### src/rtl/game_sequencer.sv
// Game-flow controller for the Pong datapath.
// Sequences IDLE -> SERVE -> PLAY -> MISS -> OVER.
// Gates the ball logic through a serve pulse and a motion enable.
// Keeps a two-digit BCD score of paddle hits and the remaining lives.
// Frame-based delays are paced by the VGA frame-start pulse.
//
// Ports:
//   i_Clk         system/pixel clock
//   i_Reset       asynchronous, active-high reset
//   i_VReset      one-cycle frame-start pulse
//   i_Start       raw start switch (asynchronous, synchronized here)
//   i_Hit         ball/paddle overlap level
//   i_Miss        one-cycle pulse when the ball passes the paddle-side edge
//   o_Serve       one-cycle pulse that recentres the ball
//   o_Ball_Enable ball motion allowed
//   o_State       state encoding (IDLE=0, SERVE=1, PLAY=2, MISS=3, OVER=4)
//   o_Score       BCD score, tens in [7:4], units in [3:0]
//   o_Lives       remaining lives
//   o_Game_Over   high while in OVER
module game_sequencer #(
  parameter int unsigned p_LIVES        = 3,
  parameter int unsigned p_SERVE_FRAMES = 60,
  parameter int unsigned p_MISS_FRAMES  = 30
) (
  input  logic       i_Clk,
  input  logic       i_Reset,
  input  logic       i_VReset,
  input  logic       i_Start,
  input  logic       i_Hit,
  input  logic       i_Miss,
  output logic       o_Serve,
  output logic       o_Ball_Enable,
  output logic [2:0] o_State,
  output logic [7:0] o_Score,
  output logic [1:0] o_Lives,
  output logic       o_Game_Over
);

  typedef enum logic [2:0] {
    StIdle  = 3'd0,
    StServe = 3'd1,
    StPlay  = 3'd2,
    StMiss  = 3'd3,
    StOver  = 3'd4
  } state_e;

  localparam logic [1:0] LivesInit   = 2'(p_LIVES);
  localparam logic [7:0] ServeFrames = 8'(p_SERVE_FRAMES);
  localparam logic [7:0] MissFrames  = 8'(p_MISS_FRAMES);

  state_e      state_q, state_d;
  logic        start_meta_q, start_sync_q, start_prev_q;
  logic        hit_prev_q, hit_lock_q, hit_lock_d;
  logic [7:0]  frame_cnt_q, frame_cnt_d;
  logic [7:0]  score_q, score_d;
  logic [1:0]  lives_q, lives_d;
  logic        serve_q, serve_d;
  logic        enable_q, enable_d;
  logic        game_over_q, game_over_d;

  logic        start_evt, hit_edge, hit_scored, serve_done, miss_done;

  assign start_evt  = start_sync_q & ~start_prev_q;
  assign hit_edge   = i_Hit & ~hit_prev_q;
  // A miss in the same cycle wins over a hit edge.
  assign hit_scored = (state_q == StPlay) && hit_edge && !hit_lock_q && !i_Miss;
  assign serve_done = i_VReset && (frame_cnt_q + 8'd1 == ServeFrames);
  assign miss_done  = i_VReset && (frame_cnt_q + 8'd1 == MissFrames);

  // State register.
  always_ff @(posedge i_Clk or posedge i_Reset) begin
    if (i_Reset) begin
      state_q <= StIdle;
    end else begin
      state_q <= state_d;
    end
  end

  // Next-state logic; unused encodings fall back to IDLE.
  always_comb begin
    state_d = state_q;
    case (state_q)
      StIdle, StOver: if (start_evt)  state_d = StServe;
      StServe:        if (serve_done) state_d = StPlay;
      StPlay:         if (i_Miss)     state_d = (lives_q <= 2'd1) ? StOver : StMiss;
      StMiss:         if (miss_done)  state_d = StServe;
      default:                        state_d = StIdle;
    endcase
  end

  // Output and datapath next values; every output is registered below.
  always_comb begin
    score_d     = score_q;
    lives_d     = lives_q;
    hit_lock_d  = hit_lock_q;
    frame_cnt_d = frame_cnt_q;
    serve_d     = (state_d == StServe) && (state_q != StServe);
    enable_d    = (state_d == StPlay);
    game_over_d = (state_d == StOver);

    // Lock clears on the frame pulse but a coincident scored hit re-arms it.
    if (i_VReset)   hit_lock_d = 1'b0;
    if (hit_scored) hit_lock_d = 1'b1;

    if (hit_scored && (score_q != 8'h99)) begin
      if (score_q[3:0] == 4'd9) begin
        score_d = {score_q[7:4] + 4'd1, 4'd0};
      end else begin
        score_d = {score_q[7:4], score_q[3:0] + 4'd1};
      end
    end

    if ((state_q == StPlay) && i_Miss && (lives_q != 2'd0)) begin
      lives_d = lives_q - 2'd1;
    end

    if (((state_q == StIdle) || (state_q == StOver)) && start_evt) begin
      score_d = 8'h00;
      lives_d = LivesInit;
    end

    if (state_d != state_q) begin
      frame_cnt_d = 8'd0;
    end else if (i_VReset && ((state_q == StServe) || (state_q == StMiss))) begin
      frame_cnt_d = frame_cnt_q + 8'd1;
    end
  end

  always_ff @(posedge i_Clk or posedge i_Reset) begin
    if (i_Reset) begin
      start_meta_q <= 1'b0;
      start_sync_q <= 1'b0;
      start_prev_q <= 1'b0;
      hit_prev_q   <= 1'b0;
      hit_lock_q   <= 1'b0;
      frame_cnt_q  <= 8'd0;
      score_q      <= 8'h00;
      lives_q      <= LivesInit;
      serve_q      <= 1'b0;
      enable_q     <= 1'b0;
      game_over_q  <= 1'b0;
    end else begin
      start_meta_q <= i_Start;
      start_sync_q <= start_meta_q;
      start_prev_q <= start_sync_q;
      hit_prev_q   <= i_Hit;
      hit_lock_q   <= hit_lock_d;
      frame_cnt_q  <= frame_cnt_d;
      score_q      <= score_d;
      lives_q      <= lives_d;
      serve_q      <= serve_d;
      enable_q     <= enable_d;
      game_over_q  <= game_over_d;
    end
  end

  assign o_State       = state_q;
  assign o_Score       = score_q;
  assign o_Lives       = lives_q;
  assign o_Serve       = serve_q;
  assign o_Ball_Enable = enable_q;
  assign o_Game_Over   = game_over_q;

endmodule

### config.mk
export PLATFORM = sky130hd
export DESIGN_NAME = game_sequencer
export DESIGN_NICKNAME = d
export VERILOG_FILES = /design/src/rtl/game_sequencer.sv
export SDC_FILE = /design/constraint.sdc
export NUM_CORES = 1
export LEC_CHECK = 0
export ABC_AREA = 0
export CORE_UTILIZATION = 54
export DETAILED_ROUTE_END_ITERATION = 7
export PLACE_DENSITY_LB_ADDON = 0.05
export SYNTH_ARGS = -nofsm -noshare
export SYNTH_HDL_FRONTEND = slang
export SYNTH_SLANG_ARGS = --single-unit
### constraint.sdc
create_clock -name i_Clk -period 2.4 [get_ports i_Clk]
set_input_delay 0.24 -clock i_Clk [delete_from_list [all_inputs] [get_ports i_Clk]]
set_output_delay 0.24 -clock i_Clk [all_outputs]
set_load 0.02 [all_outputs]
==> metrics.md <==
| Metric | Value |
|---|---|
| Wirelength, routed | `3230 um` |
| Via count | `1314` |
| Failing checks | `DRC` |
| Mean Syn Cell Area | `9.67 um^2` |
| Flops & latches, synth | `29` |
| Detail Route Antenna Nets | `0` |
| Grt total ovfl | `0` |
| Ratio of cells with drive above 1 in the final layout | `0.111` |
| Dpl ws | `0.153 ns` |
| Unrepaired setup endpoints after global routing | `false` |
| P_leak | `0.000841 uW` |
| Fin nets | `213` |
| Final setup margin | `0.170 ns` |
| WL/cell | `14.0 um` |
| Worst slew pin tran | `0.550 ns` |
| Critical path class | `flop to flop` |
| Synth Area in XOR/XNOR | `0.0533` |
| Sw Share | `0.314` |
| Arr. time, crit path | `2.42 ns` |
| I/O Pins | `22` |
| Chip Height | `57.2 um` |
| Clk_skew | `0.00644 ns` |
| Data required, critical path | `2.59 ns` |
| Outcome | `finished, violations left` |
| Worst Path Buf+Inv | `0` |
| CTS buffer count | `5` |
| Die Width | `57.2 um` |
| Max VDD drop | `383 uV` |
| Crit-path max FO | `5` |
| Largest family of logic cells by synthesized area | `simple AND/OR/NAND/NOR gates` |
| Fin crit share | `0.929` |
| Post_cts resized | `0` |
| Power share of the clock group | `0.265` |
| Final hold violations | `0` |
| Cell area after synthesis | `1640 um^2` |
| Worst skew pair latency | `0.32 ns` |
| Detailed Route Iter0 Violations | `67` |
| Synth top cells by count | `dfrtp_1 (27), nor2_1 (14), a21oi_1 (12), inv_1 (12)` |
| Post-synth EDFFs | `0` |
| Initial antenna violation count | `0` |
| Cell Pwr Density | `536 nW/um^2` |
| Area share of the largest cell type after synthesis | `0.411` |
| Final Setup Violations | `0` |
| Die area | `3270 um^2` |
| Largest net degree at the start of global routing | `30` |
| Ys Warns | `0` |
| IO buf count | `21` |
| CP delay by family, top | `compound AO/OA/AOI/OAI gates` |
| Layout area overhead | `19.7%` |
| CTS tree | `built` |
| First-pass detailed-route iteration total | `6` |
| Crit-path slowest cell | `dfstp_2` |
| Register area share after synthesis | `0.443` |
| Post-synth top area cell | `dfrtp_1` |
| Hold/Removal Path Class | `input port to async pin` |
| Post-CTS setup buffers | `0` |
| Slew margin rel. | `0.633` |
| Filler cell count | `223` |
| Mux contribution to synthesized area | `0.00609` |
| Critical Path Start | `o_Lives[0]` |
| Cells after Synth | `170` |
| Synth Net Count | `185` |
| Post-Synth Simple-Gate Area | `0.221` |
| Internal | `724 uW` |
| CTS H-tree lvls | `2` |
| Crit-path max cell delay | `0.55 ns` |
| F_max | `448 MHz` |
| Initial core utilization | `0.581` |
| Overall routing resource usage | `0.228` |
| Clk sinks | `29` |
| CTS clock-pin slew for the worst setup and hold paths | `0.09 ns` |
| Unique masters post-synth | `45` |
| Root Buffer | `clkbuf_4` |
| Seq pwr share | `0.545` |
| Max Cap Viol | `0` |
| Gate power share | `0.190` |
| First-pass GRT wire length | `5650 um` |
| CP cell instances | `ha_1, nand2b_1, a21boi_0, or4b_1, o32ai_2, a211oi_1` |
| Switch Pwr | `331 uW` |
| Longest Clk Path Bufs | `2` |
| DR vias/cell | `5.71` |
| Vias in the first global route | `1250` |
| GP Congestion | `0.855` |
| Row count | `19` |
| Cts hold-fix bufs | `0` |
| Core area | `2830 um^2` |
| CP Launch Type | `flop` |
| Slew Viols, Final | `0` |
| Fraction of the mapped netlist area in compound gates | `0.167` |
| DRC Markers | `2` |
| Worst R2R Start | `o_Lives[0]` |
| Tmin final | `2.23 ns` |
| Fin Setup TNS | `0 ns` |
| Detailed placement HPWL | `2370 um` |
| Count leader, synth | `dfrtp_1` |
| FFs w/ async S/R, synth | `1.00` |
| # diodes | `0` |
| Fraction of the mapped netlist area in adder cells | `0.0685` |
| Top_reg_cell synth | `dfrtp_1` |
| Main area contributors after synthesis | `dfrtp_1 (41%), ha_1 (6.8%), xnor2_1 (3.7%)` |
| CP endpoint kind | `flop` |
==> worst min-delay path, cell delays in order <==
cell and delay, ns:
clkdlybuf4s50_1 0.40, inv_1 0.05, buf_4 0.33
==> routing by layer <==
metal  vias up  wire length, um  global-route usage
met1       614             1590               0.326
li1        665                -                   -
met5         -                0                   0
met4         0               57               0.101
met2        28             1420               0.321
met3         7              157              0.0658
==> power by group through the flow <==
stage / sequential, uW / clock, uW / combinational, uW
after floorplan: 570 / 0 / 152
after global placement: 582 / 0 / 191
after detailed placement: 584 / 0 / 194
after CTS: 574 / 288 / 196
after global routing: 584 / 304 / 227
final: 575 / 279 / 200
==> logic make-up (layout without fill, tap and decap cells) <==
| logic type | count (synthesis) | after routing |
|---|---|---|
| multiplexers | 1 | 1 |
| AND/OR/NAND/NOR | 65 | 65 |
| AO/OA/AOI/OAI | 39 | 39 |
| flip-flops | 29 | 29 |
| buffers and inverters | 17 | 46 |
| adder cells (fa/ha/maj) | 9 | 9 |
| XOR/XNOR | 10 | 10 |
==> state kept, by name, indices dropped and copies added, names as in the netlist <==
signal	count
frame_cnt_q	8
hit_prev_q	1
hit_lock_q	1
start_sync_q	1
start_prev_q	1
o_Lives	2
o_State	3
o_Score	8
o_Game_Over	1
o_Serve	1
o_Ball_Enable	1
start_meta_q	1
==> stage by stage <==
stage                     total power, uW  utilization  instances  hold slack, ns  cell area [um^2]
after global routing                 1110        0.696        230           0.309              1970
after detailed placement              778        0.674        222           0.346              1910
after CTS                            1060        0.692        230           0.280              1960
after floorplan                       722            -        170           0.271              1640
final                                1050        0.696        230           0.277              1970
after global placement                773        0.674        222           0.341              1910
==> cell type report <==
type / count / area, um^2 / area share
Clock buffer: 6 / 41.3 / 0.0210
Clock inverter: 2 / 10.0 / 0.00509
Inverter: 12 / 45.0 / 0.0229
Multi-Input combinational cell: 124 / 857 / 0.435
Sequential cell: 29 / 728 / 0.370
Tap cell: 31 / 38.8 / 0.0197
Timing Repair Buffer: 26 / 248 / 0.126
==> cells in the final DEF, fill, tap and decap left out, types with 2 or more instances in the layout <==
master	synthesis	routed
or3_1	3	3
and2_1	2	2
xnor2_1	7	7
o31ai_1	2	2
nor2_1	14	14
dfstp_2	2	2
nand4_1	2	2
dfrtp_1	27	27
ha_1	9	9
nor4_1	3	3
nand3b_1	3	3
and3_1	2	2
nor2b_1	2	2
nor3_1	6	6
buf_4	1	5
clkinv_2	0	2
inv_1	12	12
a21oi_1	12	12
clkbuf_4	0	5
nand2_1	8	8
nand3_1	4	4
a211oi_1	5	5
o21ai_0	6	6
nand2b_1	9	9
clkdlybuf4s50_1	0	21
or4_1	3	3
xor2_1	3	3
==> final timing paths <==
path | end | slack (ns) | cells after the start
max | frame_cnt_q[3] | 0.17 | 6
min | o_State[0] | 0.28 | 3
max reg2reg | frame_cnt_q[3] | 0.17 | 6
min reg2reg | start_sync_q | 0.37 | 0
max in group asynchronous | o_Lives[1] | 1.82 | 3
min in group i_Clk | start_meta_q | 0.36 | 1
Power figures use the tool's default switching activity.
